===== src/rtl/touch_button_pkg.sv =====
// rtl/touch_button_pkg.sv - shared mode encodings and width helper
// Purpose: constants and helpers shared by the touch-button LED array.
// Contents:
//   MODE_TOGGLE / MODE_MOMENTARY - per-channel LED mode encodings
//   clog2_min1()                 - counter width for a threshold, at least 1 bit
package touch_button_pkg;

  localparam logic MODE_TOGGLE    = 1'b0;
  localparam logic MODE_MOMENTARY = 1'b1;

  function automatic int clog2_min1(input int value);
    int w;
    w = $clog2(value);
    return (w < 1) ? 1 : w;
  endfunction

endpackage


===== src/rtl/touch_button_channel.sv =====
// rtl/touch_button_channel.sv - one touch-pad channel: sync, debounce, hold timer, LED
// Purpose: turns one raw touch-pad level into debounced press/release/long
//          events and drives one LED in toggle or momentary mode.
// Ports:
//   clk_i, rst_i - clock, asynchronous active-high reset
//   touch_i      - raw asynchronous pad level
//   mode_i       - LED mode (MODE_TOGGLE / MODE_MOMENTARY)
//   led_o        - LED drive, 1 = on
//   press_o      - one-cycle pulse on debounced press
//   release_o    - one-cycle pulse on debounced release
//   long_o       - one-cycle pulse when the long-press threshold is reached
module touch_button_channel
  import touch_button_pkg::*;
#(
  parameter int DEBOUNCE_CYCLES    = 1000,
  parameter int LONG_PRESS_CYCLES  = 25_000_000,
  parameter bit TOUCH_ACTIVE_LEVEL = 1'b1
) (
  input  logic clk_i,
  input  logic rst_i,
  input  logic touch_i,
  input  logic mode_i,
  output logic led_o,
  output logic press_o,
  output logic release_o,
  output logic long_o
);

  localparam int DB_W   = clog2_min1(DEBOUNCE_CYCLES);
  localparam int HOLD_W = clog2_min1(LONG_PRESS_CYCLES);
  localparam logic [DB_W-1:0]   DB_LAST   = DB_W'(DEBOUNCE_CYCLES - 1);
  localparam logic [HOLD_W-1:0] HOLD_LAST = HOLD_W'(LONG_PRESS_CYCLES - 1);
  // One below the saturation value: the edge that moves the count onto
  // HOLD_LAST is the edge the long pulse is registered on.
  localparam logic [HOLD_W-1:0] HOLD_ARM  = HOLD_W'(LONG_PRESS_CYCLES - 2);
  localparam logic IDLE_LEVEL = ~TOUCH_ACTIVE_LEVEL;

  logic              sync1_q, sync2_q;
  logic              stable_q, stable_d;
  logic [DB_W-1:0]   db_cnt_q, db_cnt_d;
  logic [HOLD_W-1:0] hold_q, hold_d;
  logic              fired_q, fired_d;
  logic              led_q, led_d;
  logic              press_q, press_d;
  logic              release_q, release_d;
  logic              long_q, long_d;
  logic              pressed;

  assign pressed = (sync2_q == TOUCH_ACTIVE_LEVEL);

  always_comb begin
    stable_d  = stable_q;
    db_cnt_d  = '0;
    hold_d    = hold_q;
    fired_d   = fired_q;
    led_d     = led_q;
    press_d   = 1'b0;
    release_d = 1'b0;
    long_d    = 1'b0;

    if (pressed != stable_q) begin
      if (db_cnt_q == DB_LAST) begin
        stable_d  = pressed;
        press_d   = pressed;
        release_d = ~pressed;
      end else begin
        db_cnt_d = db_cnt_q + 1'b1;
      end
    end

    // Saturating hold timer: at most one long pulse per press.
    if (stable_q) begin
      if (hold_q != HOLD_LAST) begin
        hold_d = hold_q + 1'b1;
      end
      if (hold_q == HOLD_ARM) begin
        long_d  = 1'b1;
        fired_d = 1'b1;
      end
    end else begin
      hold_d = '0;
    end

    // Toggle logic reads fired_q (the old value) before it is cleared here.
    if (release_d) begin
      fired_d = 1'b0;
    end

    if (mode_i == MODE_MOMENTARY) begin
      led_d = stable_d;
    end else if (release_d) begin
      led_d = fired_q ? 1'b0 : ~led_q;
    end
  end

  always_ff @(posedge clk_i or posedge rst_i) begin
    if (rst_i) begin
      sync1_q   <= IDLE_LEVEL;
      sync2_q   <= IDLE_LEVEL;
      stable_q  <= 1'b0;
      db_cnt_q  <= '0;
      hold_q    <= '0;
      fired_q   <= 1'b0;
      led_q     <= 1'b0;
      press_q   <= 1'b0;
      release_q <= 1'b0;
      long_q    <= 1'b0;
    end else begin
      sync1_q   <= touch_i;
      sync2_q   <= sync1_q;
      stable_q  <= stable_d;
      db_cnt_q  <= db_cnt_d;
      hold_q    <= hold_d;
      fired_q   <= fired_d;
      led_q     <= led_d;
      press_q   <= press_d;
      release_q <= release_d;
      long_q    <= long_d;
    end
  end

  assign led_o     = led_q;
  assign press_o   = press_q;
  assign release_o = release_q;
  assign long_o    = long_q;

endmodule


===== src/rtl/touch_button_led_array.sv =====
// rtl/touch_button_led_array.sv - array of independent touch-button LED channels
// Purpose: replicates touch_button_channel CHANNELS times between the board
//          touch pads and the LED pins, exporting per-channel event pulses.
// Ports:
//   system_clock, system_reset - clock, asynchronous active-high reset
//   touch_button[CHANNELS]     - raw pad levels
//   mode[CHANNELS]             - per-channel LED mode, 0 toggle / 1 momentary
//   led[CHANNELS]              - LED drive
//   press_pulse, release_pulse, long_press_pulse [CHANNELS] - event pulses
module touch_button_led_array
  import touch_button_pkg::*;
#(
  parameter int CHANNELS           = 4,
  parameter int DEBOUNCE_CYCLES    = 1000,
  parameter int LONG_PRESS_CYCLES  = 25_000_000,
  parameter bit TOUCH_ACTIVE_LEVEL = 1'b1
) (
  input  logic                system_clock,
  input  logic                system_reset,
  input  logic [CHANNELS-1:0] touch_button,
  input  logic [CHANNELS-1:0] mode,
  output logic [CHANNELS-1:0] led,
  output logic [CHANNELS-1:0] press_pulse,
  output logic [CHANNELS-1:0] release_pulse,
  output logic [CHANNELS-1:0] long_press_pulse
);

  for (genvar g = 0; g < CHANNELS; g++) begin : g_channel
    touch_button_channel #(
      .DEBOUNCE_CYCLES    (DEBOUNCE_CYCLES),
      .LONG_PRESS_CYCLES  (LONG_PRESS_CYCLES),
      .TOUCH_ACTIVE_LEVEL (TOUCH_ACTIVE_LEVEL)
    ) u_channel (
      .clk_i     (system_clock),
      .rst_i     (system_reset),
      .touch_i   (touch_button[g]),
      .mode_i    (mode[g]),
      .led_o     (led[g]),
      .press_o   (press_pulse[g]),
      .release_o (release_pulse[g]),
      .long_o    (long_press_pulse[g])
    );
  end

endmodule


===== config.mk =====
export PLATFORM = sky130hd
export DESIGN_NAME = touch_button_led_array
export DESIGN_NICKNAME = d
export VERILOG_FILES = /design/src/rtl/touch_button_pkg.sv /design/src/rtl/touch_button_channel.sv /design/src/rtl/touch_button_led_array.sv
export SDC_FILE = /design/constraint.sdc
export NUM_CORES = 1
export LEC_CHECK = 0
export ABC_AREA = 1
export CORE_MARGIN = 2
export CORE_UTILIZATION = 65
export CTS_BUF_LIST = sky130_fd_sc_hd__clkbuf_16
export CTS_CLUSTER_SIZE = 28
export DETAILED_ROUTE_END_ITERATION = 8
export PLACE_DENSITY = 0.82
export SYNTH_ARGS = -nofsm -noshare
export SYNTH_HDL_FRONTEND = slang
export SYNTH_HIERARCHICAL = 1
export SYNTH_SLANG_ARGS = --single-unit
export TNS_END_PERCENT = 50

===== constraint.sdc =====
create_clock -name system_clock -period 2.87 [get_ports system_clock]
set_clock_uncertainty 0.15 [all_clocks]
set_input_delay 0.4305 -clock system_clock [delete_from_list [all_inputs] [get_ports system_clock]]
set_output_delay 0.4305 -clock system_clock [all_outputs]
set_load 0.02 [all_outputs]

==> results.py, run 1 <==
metrics = {
    "global_routing": {
        "globalRoute.totalOverflow": 0,
        "gr-usage-met2_pct": 44.6,
        "globalRouteTotalUtil_pct": 26.4,
        "grt_use_met1_pct": 35.9,
        "first_global_vias": 7874,
        "antenna_violations_before_repair": 0,
        "wire_length_of_the_first_global_routing_pass_mm": 35.1,
        "grt.busiest_layer": "met2",
        "met3_track_usage_gr_pct": 4.90,
        "grt_max_degree": 44,
    },
    "clock_network": {
        "cts_resized": 0,
        "h_tree_depth": 4,
        "clock_latency_ps": 430,
        "clock-root-buffer": "clkbuf_16",
        "cts-root-to-sink-buffers": 2,
        "postCtsHoldBufs": 0,
        "cts-buffers-inserted": 17,
        "cts.sink_count": 172,
        "clkTransAtPathRegs_ps": 70,
        "tritoncts": "built",
        "cts_post_setup_buffers_inserted": 0,
    },
    "placement": {
        "io_buffers": 25,
        "dpl-instance-area_um2": 10300,
        "hpwlAfterDp_mm": 14.0,
        "globalplace.congestion": 0.865,
    },
    "pwr": {
        "p_seq_share_pct": 50.8,
        "p_total_mw": 4.85,
        "pwr-share-comb_pct": 2.2,
        "power.clock.fraction_pct": 47.0,
        "pwr_density_cell_nw_per_um2": 444,
        "power_switching_share_pct": 22.2,
        "p_switching_mw": 1.08,
        "vdd_drop_max_mv": 0.440,
        "internal-power_mw": 3.77,
        "power.static_leakage_nw": 4.87,
    },
    "logic_synthesis": {
        "seq_area_frac_synth_pct": 43.7,
        "syn_nets": 1352,
        "synth-warning-count": 6,
        "yosys_register_bits": 172,
        "netlist-cell-type-count": 30,
        "syn_avg_cell_area_um2": 7.40,
        "post_synthesis_instance_area_um2": 9840,
        "postSynthCellCount": 1330,
    },
    "detailed_routing": {
        "iteration_0_drc_markers": 492,
        "routed_wl_mm": 19.5,
        "drc_errors": 0,
        "via_count": 8242,
        "avgViaCountPerCell": 5.25,
        "wl_per_cell_um": 12.4,
        "antenna_left": 0,
        "first_pass_iters": 5,
    },
    "job": {
        "cap_viol_max_count": 0,
    },
    "worst_setup_path": {
        "crit_buf_inv": 1,
        "crit_path_max_fanout": 3,
        "timing.critical_path.from_type": "flip-flop",
        "crit_type": "reg2out",
        "worstSetupEndpointType": "output pin",
        "critical_path.slowest_cell": "clkdlybuf4s50_1",
        "crit_required_ps": 2290,
        "critical-path-max-stage-delay_ps": 620,
        "reg2reg_from": "g_channel[2].u_channel/stable_q",
        "cp_cell_sequence": "clkdlybuf4s50_1",
        "cell_family_contributing_the_most_delay_on_the_critical_path": "buffers and inverters",
        "arrival_ps": 1440,
        "crit_path_start": "g_channel[1].u_channel/led_o",
    },
    "die": {
        "rows": 44,
        "dieArea_um2": 16100,
        "initial_core_util_pct": 67.2,
        "fp.coreArea_um2": 14600,
        "fp.dieW_um": 127,
        "die_h_um": 127,
        "pin_count": 26,
    },
    "sta": {
        "max_freq_mhz": 495,
        "min_period_over_period_pct": 70.4,
        "final.setup.tns_ps": 0,
        "hold-worst-slack_ps": 201,
        "period_minus_slack_ps": 2020,
        "tightest_pin_transition_ps": 1040,
        "final_max_slew_viol_count": 0,
        "timing.slew.headroom_pct": 30.6,
        "rsz0062_at_grt": "false",
        "hold_violations": 0,
        "finalSetupViolCount": 0,
    },
    "hold_path": {
        "hold_wc_startpoint": "g_channel[3].u_channel/sync1_q",
        "timing.hold.worst.class": "reg2reg",
    },
    "cells_and_area": {
        "final_area_um2": 10900,
        "synthToLayoutAreaGrowth_pct": 10.8,
        "nNetsFinal": 1395,
        "antenna-diode-count": 0,
        "final_layout_size_suffix_gt1_share_pct": 14.7,
    },
    "outcome": {
        "outcome": "finished clean",
    },
}
layout make-up:
class	count	area, um^2
clock inverters	14	155
flip-flops and latches	172	4300
well taps	184	230
clock buffers	17	425
inverters	140	526
repair buffers	35	325
fillers	1155	3730
multi-input cells	1007	4940
synthesized netlist by cell type, drive strengths merged:
| master | count | share of area [%] |
|---|---|---|
| nand2 | 418 | 17 |
| nor2 | 322 | 15 |
| dfrtp | 172 | 44 |
| inv | 140 | 5.3 |
| nand3 | 93 | 5.5 |
| a21oi | 28 | 1.4 |
| xor2 | 23 | 2.0 |
| nand4 | 20 | 1.3 |
| nor3 | 20 | 1.1 |
| o21ai | 17 | 0.86 |
| or2 | 16 | 1.0 |
| ha | 12 | 1.5 |
| nand3b | 11 | 0.84 |
| buf | 10 | 0.58 |
| nor3b | 8 | 0.81 |
| xnor2 | 8 | 0.71 |
| and2 | 4 | 0.25 |
| nor4 | 4 | 0.25 |
| o21bai | 3 | 0.23 |
| clkbuf | 1 | 0.14 |
worst register-to-register path, stage by stage, from the launching register on:
cell and delay (ps):
dfrtp_1 320, buf_4 260, inv_2 180, nor2_1 200
inv_1 80, nand2_1 90, nand2_2 150, nor3_1 240
metrics by stage:
| stage | std cells | setup slack [ps] | utilization (%) |
|---|---|---|---|
| 5_1_grt | 1569 | 803 | 74.5 |
| 4_1_cts | 1569 | 827 | 74.5 |
| 6_report | 1569 | 850 | 74.5 |
| 2_1_floorplan | 1330 | 1290 | - |
| 3_3_place_gp | 1538 | 1050 | 70.5 |
| 3_5_place_dp | 1538 | 1040 | 70.5 |
registers in the layout (all words and copies together) (netlist names):
| signal | count |
|---|---|
| g_channel.u_channel/release_o | 4 |
| g_channel.u_channel/sync1_q | 4 |
| g_channel.u_channel/pressed | 4 |
| g_channel.u_channel/led_o | 4 |
| g_channel.u_channel/stable_q | 4 |
| g_channel.u_channel/fired_q | 4 |
| g_channel.u_channel/long_o | 4 |
| g_channel.u_channel/press_o | 4 |
| g_channel.u_channel/hold_q | 100 |
| g_channel.u_channel/db_cnt_q | 40 |
kinds of logic after synthesis:
family                   synth area share, %
XOR/XNOR                                2.76
adder cells (fa/ha/maj)                 1.53
buffers and inverters                   6.06
AND/OR/NAND/NOR                         43.4
flip-flops                              43.7
AO/OA/AOI/OAI                           2.52
power groups by stage:
| stage | clock (mW) | sequential (mW) | combinational [mW] |
|---|---|---|---|
| floorplan | 0 | 2.50 | 0.0692 |
| global placement | 0 | 2.50 | 0.108 |
| detailed placement | 0 | 2.51 | 0.111 |
| CTS | 2.32 | 2.46 | 0.111 |
| global route | 2.43 | 2.46 | 0.126 |
| finish | 2.28 | 2.46 | 0.107 |
layer usage:
metal	vias to the layer above	wire [um]
met5	-	0
li1	4227	-
met4	0	189
met1	3854	9260
met2	143	9400
met3	18	682
final timing paths:
check | endpoint | slack (ps) | depth (start not counted)
hold reg to reg | g_channel[3].u_channel/pressed | 200 | 0
max in group asynchronous | g_channel[1].u_channel/pressed | 1490 | 3
setup reg to reg | g_channel[2].u_channel/db_cnt_q[7] | 1110 | 7
setup / recovery | led[1] | 850 | 1
hold / removal | g_channel[3].u_channel/pressed | 200 | 0
min in group asynchronous | g_channel[2].u_channel/hold_q[12] | 260 | 2
cell usage in the layout, fill, tap and decap left out, types with 2 or more instances in the layout:
cell type,synthesis,layout
xnor2_1,8,8
nor2_8,4,4
inv_6,0,8
or2_2,16,16
nor2_2,34,34
o21ai_0,16,16
a21oi_1,28,28
nand4_1,20,20
nor2_1,265,265
nand2_1,372,372
inv_1,118,114
clkinv_1,0,4
and2_1,4,4
ha_1,12,12
nor4_1,4,4
xor2_1,23,23
inv_2,22,23
nand2_2,46,46
nor3b_1,4,4
nor3b_2,4,4
clkdlybuf4s50_1,0,25
nor3_1,19,19
nand3b_1,11,11
nor2_4,19,19
nand3_2,16,16
bufinv_16,0,2
nand3_1,77,77
buf_4,3,10
clkbuf_16,0,17
dfrtp_1,172,172
o21bai_1,3,3
Note: power is estimated with default switching activity, not from simulation.
==> inputs of run 2 (changes only) <==
--- a/config.mk
+++ b/config.mk
@@ -7,11 +7,11 @@
 export LEC_CHECK = 0
 export ABC_AREA = 1
 export CORE_MARGIN = 2
-export CORE_UTILIZATION = 65
+export CORE_UTILIZATION = 63
 export CTS_BUF_LIST = sky130_fd_sc_hd__clkbuf_16
 export CTS_CLUSTER_SIZE = 28
 export DETAILED_ROUTE_END_ITERATION = 8
-export PLACE_DENSITY = 0.82
+export PLACE_DENSITY = 0.8
 export SYNTH_ARGS = -nofsm -noshare
 export SYNTH_HDL_FRONTEND = slang
 export SYNTH_HIERARCHICAL = 1
==> constraint.sdc (replaced) <==
create_clock -name system_clock -period 2.1 [get_ports system_clock]
set_clock_uncertainty 0.15 [all_clocks]
set_input_delay 0.315 -clock system_clock [delete_from_list [all_inputs] [get_ports system_clock]]
set_output_delay 0.315 -clock system_clock [all_outputs]
set_load 0.02 [all_outputs]
==> results.py, run 2 (same netlist as run 1, synthesis figures left out) <==
metrics = {
    "outcome": {
        "outcome": "finished clean",
    },
    "cells_and_area": {
        "largest_register_ff_count": 100,
        "final_area_um2": 11000,
        "registers.top_by_ff_count": "g_channel.u_channel/hold_q",
        "antenna-diode-count": 0,
        "n_fill_cell": 1184,
        "final_common_cell": "nand2_1",
        "layout.area.seq_um2": 4300,
        "final_layout_size_suffix_gt1_share_pct": 14.6,
        "multiInputGateArea_um2": 4940,
        "nNetsFinal": 1394,
        "synthToLayoutAreaGrowth_pct": 12.1,
        "layout_top_registers": "g_channel.u_channel/hold_q x100, g_channel.u_channel/db_cnt_q x40",
        "leading_cell_types_in_the_layout_fill_and_taps_excluded": "nand2_1, nor2_1, dfrtp_1, inv_1, nand3_1",
    },
    "clock_network": {
        "postCtsHoldBufs": 0,
        "clock-root-buffer": "clkbuf_16",
        "cts.sink_count": 172,
        "clock_latency_ps": 440,
        "cts_post_setup_buffers_inserted": 0,
        "tritoncts": "built",
        "clkTransAtPathRegs_ps": 70,
        "cts_resized": 0,
        "cts-buffers-inserted": 17,
        "h_tree_depth": 4,
        "cts-root-to-sink-buffers": 2,
    },
    "die": {
        "fp.coreArea_um2": 15300,
        "die_h_um": 129,
        "fp.dieW_um": 129,
        "dieArea_um2": 16600,
        "pin_count": 26,
        "rows": 45,
        "initial_core_util_pct": 64.5,
    },
    "sta": {
        "final_max_slew_viol_count": 0,
        "final.setup.tns_ps": 0,
        "rsz0062_at_grt": "false",
        "timing.slew.headroom_pct": 74.2,
        "tightest_pin_transition_ps": 383,
        "period_minus_slack_ps": 1910,
        "max_freq_mhz": 523,
        "hold_violations": 0,
        "min_period_over_period_pct": 91.1,
        "finalSetupViolCount": 0,
    },
    "job": {
        "cap_viol_max_count": 0,
    },
    "detailed_routing": {
        "avgViaCountPerCell": 5.28,
        "iteration_0_drc_markers": 714,
        "antenna_left": 0,
        "wl_per_cell_um": 12.6,
        "first_pass_iters": 5,
        "drc_errors": 0,
        "routed_wl_mm": 20.0,
        "via_count": 8424,
    },
    "hold_path": {
        "timing.hold.worst.class": "in2reg",
    },
    "global_routing": {
        "antenna_violations_before_repair": 0,
        "globalRoute.totalOverflow": 0,
        "grt_max_degree": 44,
        "wire_length_of_the_first_global_routing_pass_mm": 35.1,
        "globalRouteTotalUtil_pct": 26.2,
        "first_global_vias": 7848,
    },
    "worst_setup_path": {
        "worstSetupEndpointType": "output pin",
        "crit_path_max_fanout": 3,
        "cell_family_contributing_the_most_delay_on_the_critical_path": "buffers and inverters",
        "cp_cell_sequence": "clkdlybuf4s50_1",
        "critical-path-max-stage-delay_ps": 630,
        "arrival_ps": 1450,
        "crit_required_ps": 1630,
        "crit_buf_inv": 1,
        "critical_path.slowest_cell": "clkdlybuf4s50_1",
        "crit_type": "reg2out",
        "timing.critical_path.from_type": "flip-flop",
    },
    "pwr": {
        "vdd_drop_max_mv": 0.696,
        "power.static_leakage_nw": 4.91,
        "pwr_density_cell_nw_per_um2": 629,
    },
    "placement": {
        "dpl-instance-area_um2": 10400,
        "globalplace.congestion": 0.889,
        "io_buffers": 25,
        "hpwlAfterDp_mm": 14.1,
    },
}
## run 2: cell types whose count changed in the layout (fill, tap and decap cells not counted), sizes merged
cell | previous run | this run
clkinvlp | 1 | 2
bufinv | 2 | 5
clkinv | 6 | 8
buf | 10 | 9
inv | 145 | 140
## run 2: stage by stage
| stage | cells | hold WS (ps) | utilization [%] | setup slack, ps | power [mW] |
|---|---|---|---|---|---|
| floorplan | 1330 | 181 | - | 584 | 3.51 |
| global placement | 1564 | 182 | 68.1 | 474 | 3.58 |
| detailed placement | 1564 | 187 | 68.1 | 413 | 3.58 |
| CTS | 1596 | 144 | 72.3 | 175 | 7.02 |
| global route | 1596 | 148 | 72.3 | 141 | 7.17 |
| finish | 1596 | 162 | 72.3 | 187 | 6.95 |
## run 2: cell type report
cell class	count	share of cell area, %
Clock buffer	17	3.85
Clock inverter	15	2.01
Inverter	140	4.76
Multi-Input combinational cell	1007	44.8
Sequential cell	172	39.0
Tap cell	211	2.39
Timing Repair Buffer	34	3.22
## run 2: final timing paths
| path | from | end | slack, ps | cells after the start |
|---|---|---|---|---|
| worst max-delay path | g_channel[3].u_channel/led_o | led[3] | 190 | 1 |
| max in group asynchronous | system_reset | g_channel[0].u_channel/db_cnt_q[0] | 1130 | 3 |
| worst min register to register | g_channel[3].u_channel/sync1_q | g_channel[3].u_channel/pressed | 200 | 0 |
| min in group asynchronous | system_reset | g_channel[0].u_channel/hold_q[7] | 200 | 2 |
| worst max register to register | g_channel[0].u_channel/stable_q | g_channel[0].u_channel/db_cnt_q[7] | 360 | 6 |
| worst min-delay path | touch_button[0] | g_channel[0].u_channel/sync1_q | 160 | 1 |
## run 2: power breakdown
part | leakage (nW) | internal, mW | total (mW) | switching (mW)
Combinational | 2.22 | 0.0496 | 0.155 | 0.105
Clock | 0.313 | 2.11 | 3.43 | 1.32
Sequential | 2.38 | 3.34 | 3.36 | 0.0241
Total | 4.91 | 5.50 | 6.95 | 1.45
## run 2: routing by layer
layer / track usage [%] / vias to the layer above / wire [um]
li1: - / 4237 / -
met1: 36.3 / 3962 / 9630
met2: 42.1 / 201 / 9350
met3: 4.95 / 24 / 803
met4: 8.50 / 0 / 252
met5: 0 / - / 0
==> inputs of run 3 (changes only) <==
--- a/config.mk
+++ b/config.mk
@@ -7,11 +7,10 @@
 export LEC_CHECK = 0
 export ABC_AREA = 1
 export CORE_MARGIN = 2
-export CORE_UTILIZATION = 63
-export CTS_BUF_LIST = sky130_fd_sc_hd__clkbuf_16
-export CTS_CLUSTER_SIZE = 28
+export CORE_UTILIZATION = 65
+export CTS_BUF_LIST = sky130_fd_sc_hd__clkbuf_8
 export DETAILED_ROUTE_END_ITERATION = 8
-export PLACE_DENSITY = 0.8
+export PLACE_DENSITY = 0.82
 export SYNTH_ARGS = -nofsm -noshare
 export SYNTH_HDL_FRONTEND = slang
 export SYNTH_HIERARCHICAL = 1
==> results.py, run 3 (same netlist as run 1, synthesis figures left out) <==
metrics = {
    "detailed_routing": {
        "wl_per_cell_um": 12.2,
        "drc_errors": 0,
        "antenna_left": 0,
        "first_pass_iters": 5,
        "via_count": 8257,
        "iteration_0_drc_markers": 484,
        "routed_wl_mm": 19.1,
        "avgViaCountPerCell": 5.27,
    },
    "worst_setup_path": {
        "crit_buf_inv": 1,
        "cell_family_contributing_the_most_delay_on_the_critical_path": "buffers and inverters",
        "critical_path.slowest_cell": "clkdlybuf4s50_1",
        "crit_required_ps": 1630,
        "crit_type": "reg2out",
        "timing.critical_path.from_type": "flip-flop",
        "critical-path-max-stage-delay_ps": 610,
        "arrival_ps": 1460,
        "crit_path_max_fanout": 3,
        "worstSetupEndpointType": "output pin",
        "cp_cell_sequence": "clkdlybuf4s50_1",
    },
    "cells_and_area": {
        "nNetsFinal": 1393,
        "final_common_cell": "nand2_1",
        "registers.top_by_ff_count": "g_channel.u_channel/hold_q",
        "layout.area.seq_um2": 4300,
        "layout.core_utilization_pct": 73.2,
        "synthToLayoutAreaGrowth_pct": 8.91,
        "multiInputGateArea_um2": 4940,
        "final_layout_size_suffix_gt1_share_pct": 14.6,
        "layout_top_registers": "g_channel.u_channel/hold_q x100, g_channel.u_channel/db_cnt_q x40",
        "largest_register_ff_count": 100,
        "leading_cell_types_in_the_layout_fill_and_taps_excluded": "nand2_1, nor2_1, dfrtp_1, inv_1, nand3_1",
        "n_fill_cell": 1170,
        "antenna-diode-count": 0,
    },
    "clock_network": {
        "tritoncts": "built",
        "cts_post_setup_buffers_inserted": 0,
        "cts-root-to-sink-buffers": 2,
        "cts.sink_count": 172,
        "clock_latency_ps": 460,
        "h_tree_depth": 4,
        "cts_resized": 0,
        "clock-root-buffer": "clkbuf_8",
        "cts-buffers-inserted": 17,
        "postCtsHoldBufs": 0,
        "clkTransAtPathRegs_ps": 90,
    },
    "placement": {
        "hpwlAfterDp_mm": 14.0,
        "globalplace.congestion": 0.911,
        "io_buffers": 25,
    },
    "pwr": {
        "vdd_drop_max_mv": 0.521,
        "internal-power_mw": 4.26,
        "power_switching_share_pct": 24.4,
        "power.clock.fraction_pct": 37.6,
        "p_seq_share_pct": 59.7,
        "p_switching_mw": 1.37,
        "p_total_mw": 5.63,
        "power.static_leakage_nw": 4.77,
        "pwr_density_cell_nw_per_um2": 525,
        "pwr-share-comb_pct": 2.8,
    },
    "hold_path": {
        "timing.hold.worst.class": "in2reg",
    },
    "sta": {
        "finalSetupViolCount": 0,
        "final_max_slew_viol_count": 0,
        "hold_violations": 0,
        "rsz0062_at_grt": "false",
        "max_freq_mhz": 520,
        "tightest_pin_transition_ps": 402,
        "final.setup.tns_ps": 0,
        "timing.slew.headroom_pct": 73.2,
        "period_minus_slack_ps": 1920,
        "min_period_over_period_pct": 91.6,
    },
    "die": {
        "die_h_um": 127,
        "pin_count": 26,
        "initial_core_util_pct": 67.2,
        "fp.dieW_um": 127,
        "rows": 44,
        "dieArea_um2": 16100,
        "fp.coreArea_um2": 14600,
    },
    "job": {
        "cap_viol_max_count": 0,
    },
    "outcome": {
        "outcome": "finished clean",
    },
    "global_routing": {
        "grt_max_degree": 44,
        "globalRoute.totalOverflow": 0,
        "globalRouteTotalUtil_pct": 25.3,
        "wire_length_of_the_first_global_routing_pass_mm": 33.8,
        "first_global_vias": 7649,
        "antenna_violations_before_repair": 0,
    },
}
[run 3: cell types whose count changed in the layout (fill, tap and decap cells not counted)]
cell	change
clkbuf_8	+18
clkbuf_16	-17
bufinv_16	-5
inv_6	+4
buf_4	-2
buf_12	+1
clkinv_1	-1
clkinvlp_4	+1
[run 3: per-stage QoR]
stage | setup WS (ps) | hold WS [ps] | cells | area [um^2]
floorplan | 584 | 181 | 1330 | 9840
global placement | 499 | 182 | 1536 | 10400
detailed placement | 437 | 186 | 1536 | 10400
CTS | 145 | 115 | 1568 | 10700
global route | 102 | 119 | 1568 | 10700
finish | 177 | 138 | 1568 | 10700
[run 3: final cells by class]
type | count | area share (%)
Multi-Input combinational cell | 1007 | 46.1
Sequential cell | 172 | 40.1
Inverter | 140 | 4.90
Timing Repair Buffer | 33 | 3.36
Clock buffer | 18 | 2.31
Tap cell | 184 | 2.15
Clock inverter | 14 | 1.03
[run 3: final timing paths]
kind / start / endpoint / slack, ps / cells past startpoint
setup reg to reg: g_channel[0].u_channel/db_cnt_q[0] / g_channel[0].u_channel/led_o / 360 / 8
hold reg to reg: g_channel[3].u_channel/sync1_q / g_channel[3].u_channel/pressed / 210 / 0
max in group asynchronous: system_reset / g_channel[0].u_channel/hold_q[22] / 1110 / 3
setup / recovery: g_channel[0].u_channel/led_o / led[0] / 180 / 1
min in group asynchronous: system_reset / g_channel[2].u_channel/hold_q[21] / 160 / 2
hold / removal: touch_button[0] / g_channel[0].u_channel/sync1_q / 140 / 1
[run 3: power by group through the flow]
| stage | sequential (mW) | clock [mW] | combinational, mW |
|---|---|---|---|
| 2_1_floorplan | 3.42 | 0 | 0.0946 |
| 3_3_place_gp | 3.42 | 0 | 0.158 |
| 3_5_place_dp | 3.42 | 0 | 0.161 |
| 4_1_cts | 3.36 | 2.18 | 0.161 |
| 5_1_grt | 3.37 | 2.33 | 0.183 |
| 6_report | 3.36 | 2.12 | 0.155 |
[run 3: layer usage]
metal	wire [um]	GRT usage [%]
met1	9290	35.3
met2	8960	41.3
met3	616	4.69
met4	234	6.72
met5	0	0
==> variant, RTL diff (settings of run 3) <==
Reset style: synchronous (`rst_i`), changed in one clocked block. Comments in the files are not updated.
--- a/src/rtl/touch_button_channel.sv
+++ b/src/rtl/touch_button_channel.sv
@@ -93,7 +93,7 @@
     end
   end
 
-  always_ff @(posedge clk_i or posedge rst_i) begin
+  always_ff @(posedge clk_i) begin
     if (rst_i) begin
       sync1_q   <= IDLE_LEVEL;
       sync2_q   <= IDLE_LEVEL;
Check against the original RTL: same outputs for any inputs over 10 cycles, from zero or initial values and one cycle with system_reset high; that may be too few to reach the edited logic, so the function may still have changed.
==> variant against run 3 <==
Count of clock-buffer cells in the layout rose by 2. Worst setup slack worse by 0.071 ns. Critical endpoint unchanged. Final area shrank 12%. Power rose by 4.2%. Synthesized cell count fell by 2.6%. First-iteration DRC count is 37% higher. Sequential share of layout area shrank 3.8 points. Critical path type unchanged. Area after synthesis decreased by 13%. Final cell count is 3.1% lower. Clock power rose by 17%. Hold slack better by 0.077 ns. Routed wire length decreased by 4.0%. Sequential cell count is the same.
==> variant: results (changes against run 3) <==
| Metric | Value |
|---|---|
| Clk buf depth | 2 (unchanged) |
| DPL Wire Length | 13,450 um (was 13,970 um) |
| Met2 WL | 8261 um (was 8960 um) |
| Highest routed layer | met4 (unchanged) |
| Share of cells above drive strength 1 | 5.267% (was 14.60%) |
| Final Routed Wirelength | 18,330 um (was 19,100 um) |
| VDD IR max | 0.4263 mV (was 0.5212 mV) |
| Proportion of synthesized area in mux cells | 0% (unchanged) |
| HP Class | in -> reg (unchanged) |
| Primary FF master, synth | dfxtp_1 (was dfrtp_1) |
| Synth unique cells | 25 (was 30) |
| GRT met3 Usage | 5.987% (was 4.690%) |
| CP Max Fanout | 3 (unchanged) |
| Gr usage total | 26.16% (was 25.30%) |
| H-tree levels | 4 (unchanged) |
| Placed insts | 1,488 (was 1,536) |
| Final #Nets | 1,357 (was 1,393) |
| Clock latency at the later pin of the worst-skew pair | 0.47 ns |
| Largest registers | g_channel.u_channel/hold_q: 100 flops, g_channel.u_channel/db_cnt_q: 40 flops (unchanged) |
| Post-DR vias/cell | 5.262 (was 5.266) |
| Synthesized net count | 1,318 (was 1,352) |
| Initial antenna violation count | 0 (unchanged) |
| Static leakage | 3.253 nW (was 4.772 nW) |
| First-pass GRT wire length | 30,830 um (was 33,810 um) |
| Synthesis warning total | 6 (unchanged) |
| Via count | 7,998 (was 8,257) |
| Crit path max-delay family | buffers and inverters (unchanged) |
| M2 GR Usage | 42.17% (was 41.27%) |
| Worst path arrival time | 1.53 ns (was 1.46 ns) |
| Fillers | 1,094 (was 1,170) |
| ANT cells | 0 (unchanged) |
| XOR/XNOR Fraction of Synth Area | 3.271% (was 2.758%) |
| DRT iter0 DRCs | 662 (was 484) |
| Post-Syn Area per Cell | 6.611 sq um (was 7.402 sq um) |
| RePlAce Congestion | 0.9232 (was 0.9114) |
| Worst slew pin tran | 0.5871 ns (was 0.4017 ns) |
| Crit-path slowest cell | clkdlybuf4s50_1 (unchanged) |
| Status | completed (unchanged) |
| Async set-reset flop share out of synthesis | 0% (was 100.0%) |
| PostCTS Resize Cnt | 0 (unchanged) |
| Seq/Total Area, Yosys | 40.19% (was 43.72%) |
| Pin count of the biggest net entering global routing | 33 (was 44) |
| M1 WL | 8798 um (was 9289 um) |
| Sw Ratio | 21.67% (was 24.42%) |
| Routed wl met3 | 957 um (was 616 um) |
| Adder-cell share of the synthesized area | 1.752% (was 1.525%) |
| Post-synthesis compound-gate area fraction | 8.236% (was 2.517%) |
| Met1 GRT Util | 35.33% (was 35.30%) |
| Largest cells by area after synthesis | dfxtp_1 40%, nor2_1 12%, nand2_1 12% (was dfrtp_1 44%, nand2_1 14%, nor2_1 10%) |
| Crit path largest cell delay | 0.64 ns (was 0.61 ns) |
| Number of global-route vias before repair | 7,051 (was 7,649) |
| Port bufs | 25 (unchanged) |
| Clk slew on worst S/H paths | 0.09 ns (about the same) |
| Commonest cells in the synthesized netlist | 284 x nor2_1, 272 x nand2_1, 172 x dfxtp_1, 172 x inv_1, 88 x a21oi_1 (was 372 x nand2_1, 265 x nor2_1, 172 x dfrtp_1) |
| Num CTS Buffers | 17 (unchanged) |
## variant: cell types whose count changed after synthesis, sizes merged, moves of 23 or more
cell	before	now
xor2	23	0
a21oi	28	88
xnor2	8	32
dfxtp	0	172
nand2	418	280
inv	140	180
nor2	322	292
dfrtp	172	0
## variant: path summary, 6_finish.rpt
check                                                 startpoint                          endpoint  slack [ns]  cells after the start
worst min register to register    g_channel[1].u_channel/sync1_q    g_channel[1].u_channel/pressed        0.26                      2
worst max-delay path                g_channel[0].u_channel/led_o                            led[0]        0.11                      1
worst max register to register  g_channel[1].u_channel/hold_q[1]  g_channel[1].u_channel/hold_q[6]        0.29                      8
worst min-delay path                             touch_button[3]    g_channel[3].u_channel/sync1_q        0.21                      3
## variant: final cells by class
cell class / count / area [sq um] / share of cell area, %
inverter: 180 / 675.6 / 7.128
multi-input combinational: 932 / 4394 / 46.36
clock inverter: 12 / 160.2 / 1.690
timing repair buffer: 32 / 315.3 / 3.326
tap: 172 / 215.2 / 2.270
sequential: 172 / 3443 / 36.33
clock buffer: 20 / 275.3 / 2.904
## variant: through the flow
stage	power (mW)	instance area [sq um]	setup WS, ns	utilization [%]
global placement	3.449	9044	0.2074	71.09
global route	6.071	9479	0.04504	74.51
detailed placement	3.450	9044	0.1149	71.09
floorplan	3.408	8568	0.6085	-
finish	5.869	9479	0.1060	74.51
CTS	5.920	9479	0.07327	74.51
## variant: power by group through the flow
stage / combinational, mW / clock [mW] / sequential (mW)
floorplan: 0.0476 / 0 / 3.36
global placement: 0.0906 / 0 / 3.36
detailed placement: 0.0917 / 0 / 3.36
CTS: 0.0923 / 2.55 / 3.28
global route: 0.103 / 2.68 / 3.28
finish: 0.0927 / 2.49 / 3.28
